--- config.mk ---
export PLATFORM = sky130hd
export DESIGN_NAME = game_turn_controller
export DESIGN_NICKNAME = d
export VERILOG_FILES = /design/src/rtl/game_pkg.sv /design/src/rtl/pos_step_calc.sv /design/src/rtl/game_turn_controller.sv
export SDC_FILE = /design/constraint.sdc
export NUM_CORES = 1
export LEC_CHECK = 0
export CAP_MARGIN = 30
export CORE_AREA = 2 2 82 84
export DETAILED_ROUTE_END_ITERATION = 12
export DIE_AREA = 0 0 84 86
export GPL_TIMING_DRIVEN = 1
export PLACE_DENSITY_LB_ADDON = 0.05
export SLEW_MARGIN = 0
export SYNTH_ARGS = -nofsm -noshare
export SYNTH_HDL_FRONTEND = slang
export SYNTH_HIERARCHICAL = 1
export SYNTH_SLANG_ARGS = --single-unit
export TNS_END_PERCENT = 30
--- constraint.sdc ---
create_clock -name clk -period 10 [get_ports clk]
set_input_delay 1.5 -clock clk [delete_from_list [all_inputs] [get_ports clk]]
set_output_delay 1.5 -clock clk [all_outputs]
set_load 0.03 [all_outputs]
--- src/rtl/game_pkg.sv ---
// Shared types and constants for the turn-based game controller.
package game_pkg;

  typedef enum logic [1:0] {
    IDLE,
    ISSUE,
    WAIT_DONE,
    WIN
  } game_state_t;

  localparam int DICE_MIN = 1;
  localparam int DICE_MAX = 6;
  localparam int POS_W    = 10;

  // A roll is usable only when it is a real die face.
  function automatic logic is_legal_dice(input logic [2:0] value);
    return (value >= 3'(DICE_MIN)) && (value <= 3'(DICE_MAX));
  endfunction

endpackage

--- src/rtl/pos_step_calc.sv ---
// Combinational position step: advances cur_x by dice*STEP_PX and clamps at FINISH_X.
module pos_step_calc
  import game_pkg::*;
#(
  parameter int STEP_PX  = 40,
  parameter int FINISH_X = 560
) (
  input  logic [POS_W-1:0] cur_x,
  input  logic [2:0]       dice_value,
  output logic [POS_W-1:0] next_x,
  output logic             reached_finish
);

  // One extra bit keeps the raw sum from wrapping before it is clamped.
  localparam logic [POS_W:0]   FINISH_EXT = (POS_W+1)'(FINISH_X);
  localparam logic [POS_W-1:0] FINISH_POS = POS_W'(FINISH_X);

  logic [POS_W:0] raw_sum;

  // Compute the unclamped target, then saturate it at the finish line.
  always_comb begin
    raw_sum        = {1'b0, cur_x} + ((POS_W+1)'(dice_value) * (POS_W+1)'(STEP_PX));
    next_x         = raw_sum[POS_W-1:0];
    reached_finish = 1'b0;
    if (raw_sum >= FINISH_EXT) begin
      next_x         = FINISH_POS;
      reached_finish = 1'b1;
    end
  end

endmodule

--- src/rtl/game_turn_controller.sv ---
// Turn sequencer between dice recognition and the UI renderer.
module game_turn_controller
  import game_pkg::*;
#(
  parameter int START_X      = 40,
  parameter int STEP_PX      = 40,
  parameter int FINISH_X     = 560,
  parameter int DONE_TIMEOUT = 25000000
) (
  input  logic             clk,
  input  logic             rst,
  input  logic             dice_valid,
  input  logic [2:0]       dice_value,
  input  logic             game_restart,
  input  logic             turn_done,
  output logic             dice_ready,
  output logic [POS_W-1:0] player1_pos_x,
  output logic [POS_W-1:0] player2_pos_x,
  output logic             pos_valid,
  output logic             active_player,
  output logic             winner_valid,
  output logic             winner_id
);

  localparam int               TIMER_W    = $clog2(DONE_TIMEOUT);
  localparam logic [TIMER_W-1:0] TIMER_LAST = TIMER_W'(DONE_TIMEOUT - 1);
  localparam logic [POS_W-1:0] START_POS  = POS_W'(START_X);

  game_state_t      state, state_next;
  logic [TIMER_W-1:0] timer, timer_next;
  logic [POS_W-1:0] p1_next, p2_next;
  logic             active_next, pos_valid_next;
  logic             winner_valid_next, winner_id_next;
  logic             finish_flag, finish_flag_next;
  logic [POS_W-1:0] cur_x, step_x;
  logic             step_reaches_finish;

  assign cur_x      = active_player ? player2_pos_x : player1_pos_x;
  assign dice_ready = (state == IDLE);

  pos_step_calc #(
    .STEP_PX  (STEP_PX),
    .FINISH_X (FINISH_X)
  ) u_step (
    .cur_x          (cur_x),
    .dice_value     (dice_value),
    .next_x         (step_x),
    .reached_finish (step_reaches_finish)
  );

  // State and game registers; active-low synchronous reset restores the initial game.
  always_ff @(posedge clk) begin
    if (!rst) begin
      state         <= IDLE;
      timer         <= '0;
      player1_pos_x <= START_POS;
      player2_pos_x <= START_POS;
      active_player <= 1'b0;
      pos_valid     <= 1'b0;
      winner_valid  <= 1'b0;
      winner_id     <= 1'b0;
      finish_flag   <= 1'b0;
    end else begin
      state         <= state_next;
      timer         <= timer_next;
      player1_pos_x <= p1_next;
      player2_pos_x <= p2_next;
      active_player <= active_next;
      pos_valid     <= pos_valid_next;
      winner_valid  <= winner_valid_next;
      winner_id     <= winner_id_next;
      finish_flag   <= finish_flag_next;
    end
  end

  // Next-state logic: accept a roll, wait for the renderer, then hand over or declare a winner.
  always_comb begin
    state_next        = state;
    timer_next        = timer;
    p1_next           = player1_pos_x;
    p2_next           = player2_pos_x;
    active_next       = active_player;
    pos_valid_next    = 1'b0;
    winner_valid_next = winner_valid;
    winner_id_next    = winner_id;
    finish_flag_next  = finish_flag;

    case (state)
      IDLE: begin
        timer_next = '0;
        if (dice_valid && is_legal_dice(dice_value)) begin
          if (active_player) p2_next = step_x;
          else               p1_next = step_x;
          finish_flag_next = step_reaches_finish;
          pos_valid_next   = 1'b1;
          state_next       = ISSUE;
        end
      end
      ISSUE: begin
        timer_next = '0;
        state_next = WAIT_DONE;
      end
      WAIT_DONE: begin
        timer_next = timer + 1'b1;
        if (turn_done || (timer == TIMER_LAST)) begin
          timer_next = '0;
          if (finish_flag) begin
            winner_valid_next = 1'b1;
            winner_id_next    = active_player;
            state_next        = WIN;
          end else begin
            active_next = ~active_player;
            state_next  = IDLE;
          end
        end
      end
      WIN: begin
        timer_next = '0;
      end
      default: begin
        state_next = IDLE;
      end
    endcase

    if (game_restart) begin
      state_next        = IDLE;
      timer_next        = '0;
      p1_next           = START_POS;
      p2_next           = START_POS;
      active_next       = 1'b0;
      pos_valid_next    = 1'b0;
      winner_valid_next = 1'b0;
      winner_id_next    = 1'b0;
      finish_flag_next  = 1'b0;
    end
  end

endmodule

==> Word level (Yosys, flattened, before mapping) <==
Cells that the tools add are included.
{ "word_totals": {"ff_bits": 52, "inputBits": 8, "output_inout_bits": 25, "word_cells": 49} }
{ "op_classes": {"n_reduce_logical": 14, "muxes": 10, "bitwise": 4, "magnitude_cmp": 3, "add_sub_neg": 2, "mul": 1, "eq_ne": 6} }
{ "ops": {"columns": ["op", "count"], "rows": [
  ["$pmux 25 s2", 1],
  ["$add 25x1->25 const B", 1],
  ["$eq 25x25->1 const B", 1],
  ["$mux 25", 1],
  ["$mux 10", 2],
  ["$reduce_and 3->1", 5],
  ["$add 10x9->11", 1],
  ["$ge 11x10->1 const B", 1],
  ["$mul 3x3->6 const B", 1],
  ["$mux 2", 3],
  ["$pmux 2 s3", 1],
  ["$reduce_or 3->1", 2],
  ["$eq 2x2->1 const B", 2],
  ["$not 1->1", 4],
  ["$ge 3x1->1 const B", 1],
  ["$le 3x3->1 const B", 1],
  ["$reduce_bool 3->1", 1],
  ["$eq 2x1->1 const B", 1],
  ["$logic_and 1x1->1", 2],
  ["$logic_not 2->1", 1],
  ["$mux 1", 2],
  ["$ne 2x1->1 const B", 1],
  ["$ne 2x2->1 const B", 1],
  ["$reduce_and 2->1", 1],
  ["2 further kinds", 2]
]} }

==> Longest topological paths before layout <==
{ "depth": {"depth_word": 5, "ltp_mapped": 13, "depth_no_buf": 11} }

==> Hierarchy <==
The synthesis kept the hierarchy.
{ "modules_own_cells": {"columns": ["mod", "cells_per_inst", "n_inst", "area_each_um2", "seq_area_each_um2"], "rows": [
  ["game_turn_controller", 248, 1, 2396.0, 1041.0],
  ["pos_step_calc", 49, 1, 389.1, 0.0]
]} }

==> Worst setup path before layout <==
Ideal clock, no wire load.
{ "synth_path": {"path_kind": "input port to flip-flop", "startpoint": "in dice_value[0]", "endpoint": "reg player1_pos_x[5]", "path_stages": 10, "setup_time_ns": 0.131, "arrival_ns": 4.037, "setup_slack_ns": 5.832, "path_cell_list": "ha_1 > ha_1 > ha_1 > ha_1 > nor2b_1 > or4_1 > a2111o_1 > a211o_1 > mux2i_1 > nand2_1"} }
{ "synth_between": {"elab_chain_cells": 4, "elab_cells_between_ends": 9, "classes_between": "1 x add/sub; 1 x mul; 3 x order compare; 1 x mux; 3 x reduce/logical"} }
{ "synth_rtl": {"columns": ["element", "line_no", "text"], "rows": [
  ["start: declaration", "game_turn_controller.sv:13", "input logic [2:0] dice_value,"],
  ["$mul 3x3->6 (*)", "pos_step_calc.sv:22", "raw_sum = {1'b0, cur_x} + ((POS_W+1)'(dice_value) * (POS_W+1)'(STEP_PX));"],
  ["$add 10x9->11 (*)", "pos_step_calc.sv:22", null],
  ["$ge 11x10->1", "pos_step_calc.sv:25", "if (raw_sum >= FINISH_EXT) begin"],
  ["$mux 10 (*)", "pos_step_calc.sv:25", null],
  ["via step_x[5]", "game_turn_controller.sv:35", "logic [POS_W-1:0] cur_x, step_x;"],
  ["end signal: assignment", "game_turn_controller.sv:66", "player1_pos_x <= p1_next;"],
  ["end: declaration", "game_turn_controller.sv:17", "output logic [POS_W-1:0] player1_pos_x,"]
]} }
The timed path passes the listed nets; every way through them passes the cells marked *.
A chain may end at the register's enable or synchronous reset.

==> Final worst setup path <==
{ "layout_path": {"startpoint": "in dice_value[0]", "endpoint": "reg player2_pos_x[5]"} }
{ "layout_between": {"elab_chain_cells": 4, "elab_cells_between_ends": 9, "classes_between": "1 x add/sub; 1 x mul; 3 x order compare; 1 x mux; 3 x reduce/logical"} }
{ "layout_rtl": {"columns": ["element", "line_no", "text"], "rows": [
  ["$mul 3x3->6 (*)", "pos_step_calc.sv:22", null],
  ["$add 10x9->11 (*)", "pos_step_calc.sv:22", null],
  ["$ge 11x10->1", "pos_step_calc.sv:25", null],
  ["$mux 10 (*)", "pos_step_calc.sv:25", null],
  ["via step_x[5]", "game_turn_controller.sv:35", null],
  ["end signal: assignment", "game_turn_controller.sv:67", "player2_pos_x <= p2_next;"],
  ["end: declaration", "game_turn_controller.sv:18", "output logic [POS_W-1:0] player2_pos_x,"]
]} }
Marked as above.

==> flow_metrics.env <==
export IMPL_end_kind="register"
export IMPL_start_util=0.444
export IMPL_dp_hpwl_mm=4.03
export IMPL_ys_async_sr_fraction=0
export IMPL_crit_type="input pin to register"
export IMPL_p_per_area_nw_per_um2=121
export IMPL_synth_cell_types=49
export IMPL_synth_common_cells="dfxtp_1, nor2_1, mux2i_1, xor2_1, nand2_1"
export IMPL_startpoint_type="input pin"
export IMPL_core_um2=6280
export IMPL_yosysSeqAreaShare=0.374
export IMPL_cp_max_fo=7
export IMPL_finalSetupViolations=0
export IMPL_cts_buffer_depth=2
export IMPL_finalCritPeriodShare=0.458
export IMPL_synth_top_cell_area_share=0.374
export IMPL_die_w_um=84
export IMPL_grt_pass1_vias=2012
export IMPL_syn_num_nets=320
export IMPL_final_nets=347
export IMPL_routabilityCongestion=0.776
export IMPL_synthTopCellsByArea="dfxtp_1, mux2i_1, ha_1, nor2_1, xor2_1"
export IMPL_antenna_cells=0
export IMPL_grt_pass1_wl_mm=9.59
export IMPL_slew_headroom=0.376
export IMPL_h_tree_depth=2
export IMPL_drt_iter0_markers=77
export IMPL_cts_tree="built"
export IMPL_max_cap_violations=0
export IMPL_crit_chain="clkdlybuf4s50_1 -> ha_1 -> ha_1 -> ha_1 -> ha_1 -> nor2b_1 -> or4_1 -> a2111o_1 -> a211o_1 -> mux2i_1 -> nand2_1"
export IMPL_peakVddDrop_mv=0.0624
export IMPL_netlist_area_um2=2790
export IMPL_synth_top_area_cell="dfxtp_1"
export IMPL_drtPass1Iterations=4
export IMPL_grt_max_degree=26
export IMPL_multi_input_area_um2=1630
export IMPL_design_area_um2=3230
export IMPL_area_delta_synth_final_pct=15.9
export IMPL_synthCells=297
export IMPL_path_clk_slew_ns=0.09
export IMPL_ys_warn_count=6
export IMPL_ios=33
export IMPL_fin_skew_ns=0.00732
export IMPL_drive_above_1_share=0.102
export IMPL_final_hold_violation_count=0
export IMPL_min_path_type="register to register"
export IMPL_vias_per_cell=5.22
export IMPL_power_leakage_nw=1.29
export IMPL_dieHeight_um=86
export IMPL_die_area_um2=7220
export IMPL_remaining_drc_errors=0
export IMPL_postCtsSetupBuffers=0
export IMPL_worst_slew_pin_transition_ns=0.929
export IMPL_rows=29
export IMPL_via_count=2099
export IMPL_crit_required_ns=10.16
export IMPL_status="completed"
export IMPL_clock_sinks=52
export IMPL_wl_per_cell_um=14.0
export IMPL_ys_ff_latch=52
export IMPL_setup_ws_ns=5.42
export IMPL_ys_flop_type="dfxtp_1"
export IMPL_max_stage_delay_ns=0.55
export IMPL_ctsHoldBuffers=0
export IMPL_wirelength_mm=5.63
export IMPL_place_area_um2=3130
export IMPL_synth_edf_count=0
export IMPL_fin_total_pwr_w=0.000390
export IMPL_min_path_cells=1
export IMPL_io_buffers=32
export IMPL_arrival_ns=4.74
export IMPL_max_freq_ghz=0.218
export IMPL_clock_root_buffer="clkbuf_8"
export IMPL_r2r_cells=9
export IMPL_antenna_found_initial=0
export IMPL_preCtsSetupSlack_ns=5.11
export IMPL_fill_cells=601
export IMPL_antenna_left=0
export IMPL_path_common_cell="ha_1"
export IMPL_cts_resized=0
export IMPL_insertion_delay_ns=0.31
export IMPL_setup_tns_ns=0
export IMPL_regArea_um2=1040
export IMPL_grtUsageTotal=0.164
export IMPL_grt_setup_unrepaired="false"
export IMPL_fin_crit_ns=4.58
export IMPL_syn_mean_instance_area_um2=9.38
export IMPL_finalMaxSlewViolations=0
export IMPL_grt_ovfl_total=0
export IMPL_numCtsBuffers=5
export IMPL_crit_path_top_delay_cell="a2111o_1"
export IMPL_yosysMostFrequentCell="dfxtp_1"
-- kinds of logic after synthesis --
kind of cell / after synthesis / share of synthesized area
XOR/XNOR: 26 / 0.0818
flip-flops: 52 / 0.374
multiplexers: 33 / 0.123
buffers and inverters: 23 / 0.0404
AO/OA/AOI/OAI: 31 / 0.0804
AND/OR/NAND/NOR: 117 / 0.230
adder cells (fa/ha/maj): 15 / 0.0701
-- cell usage in the layout, fill, tap and decap left out, drive strengths merged, types with 4 or more instances in the layout --
cell           count
ha                14
a211oi             5
and3               6
a21o               5
xnor2              7
clkbuf             7
and2               4
xor2              19
clkdlybuf4s50     32
nand3             13
inv               10
dfxtp             52
a21oi              7
nand2             15
nor2              46
nand4              9
mux2i             23
mux2              10
-- per-stage QoR --
step	instances	hold slack [ns]	utilization
2_1_floorplan	297	0.430	-
3_3_place_gp	394	0.449	0.499
3_5_place_dp	394	0.455	0.499
4_1_cts	402	0.477	0.514
5_1_grt	402	0.498	0.514
6_report	402	0.469	0.514
-- registers in the layout, summed over array words and instances, names as in the netlist --
name	cells
player2_pos_x	10
player1_pos_x	10
active_player	1
winner_id	1
finish_flag	1
winner_valid	1
timer	25
pos_valid	1
state	2
-- worst max-delay path: cells and delay by family --
kind | cells | cell delay [ns]
buffers and inverters | 1 | 0.46
adders and majority gates | 4 | 1.01
and+or+nand+nor | 3 | 0.72
AOI/OAI and AO/OA | 2 | 0.90
muxes | 1 | 0.13
-- layer usage --
metal  track usage  vias up  wire length, µm
met1         0.223      971             2960
met5             0        -                0
li1              -     1092                -
met4        0.0674        0               85
met2         0.260       29             2440
met3        0.0289        7              152
-- cell type report --
type                       instances  share of cell area
clock buffer                       7              0.0267
clock inverter                     1             0.00233
timing repair buffer              33               0.102
multi-input combinational        222               0.505
inverter                          10              0.0116
sequential                        52               0.322
tap                               77              0.0298
-- where the power goes --
part           internal (W)  switching (W)
Sequential         0.000209     0.00000128
Clock             0.0000564      0.0000693
Combinational     0.0000243      0.0000298
-- path summary, 6_finish.rpt --
| kind | from | endpoint | slack, ns |
|---|---|---|---|
| setup / recovery | dice_value[0] | player2_pos_x[5] | 5.42 |
| setup reg to reg | active_player | player2_pos_x[5] | 6.43 |
| hold reg to reg | timer[0] | timer[0] | 0.47 |
| hold / removal | timer[0] | timer[0] | 0.47 |
No activity file was read; power rests on OpenSTA's default activity.
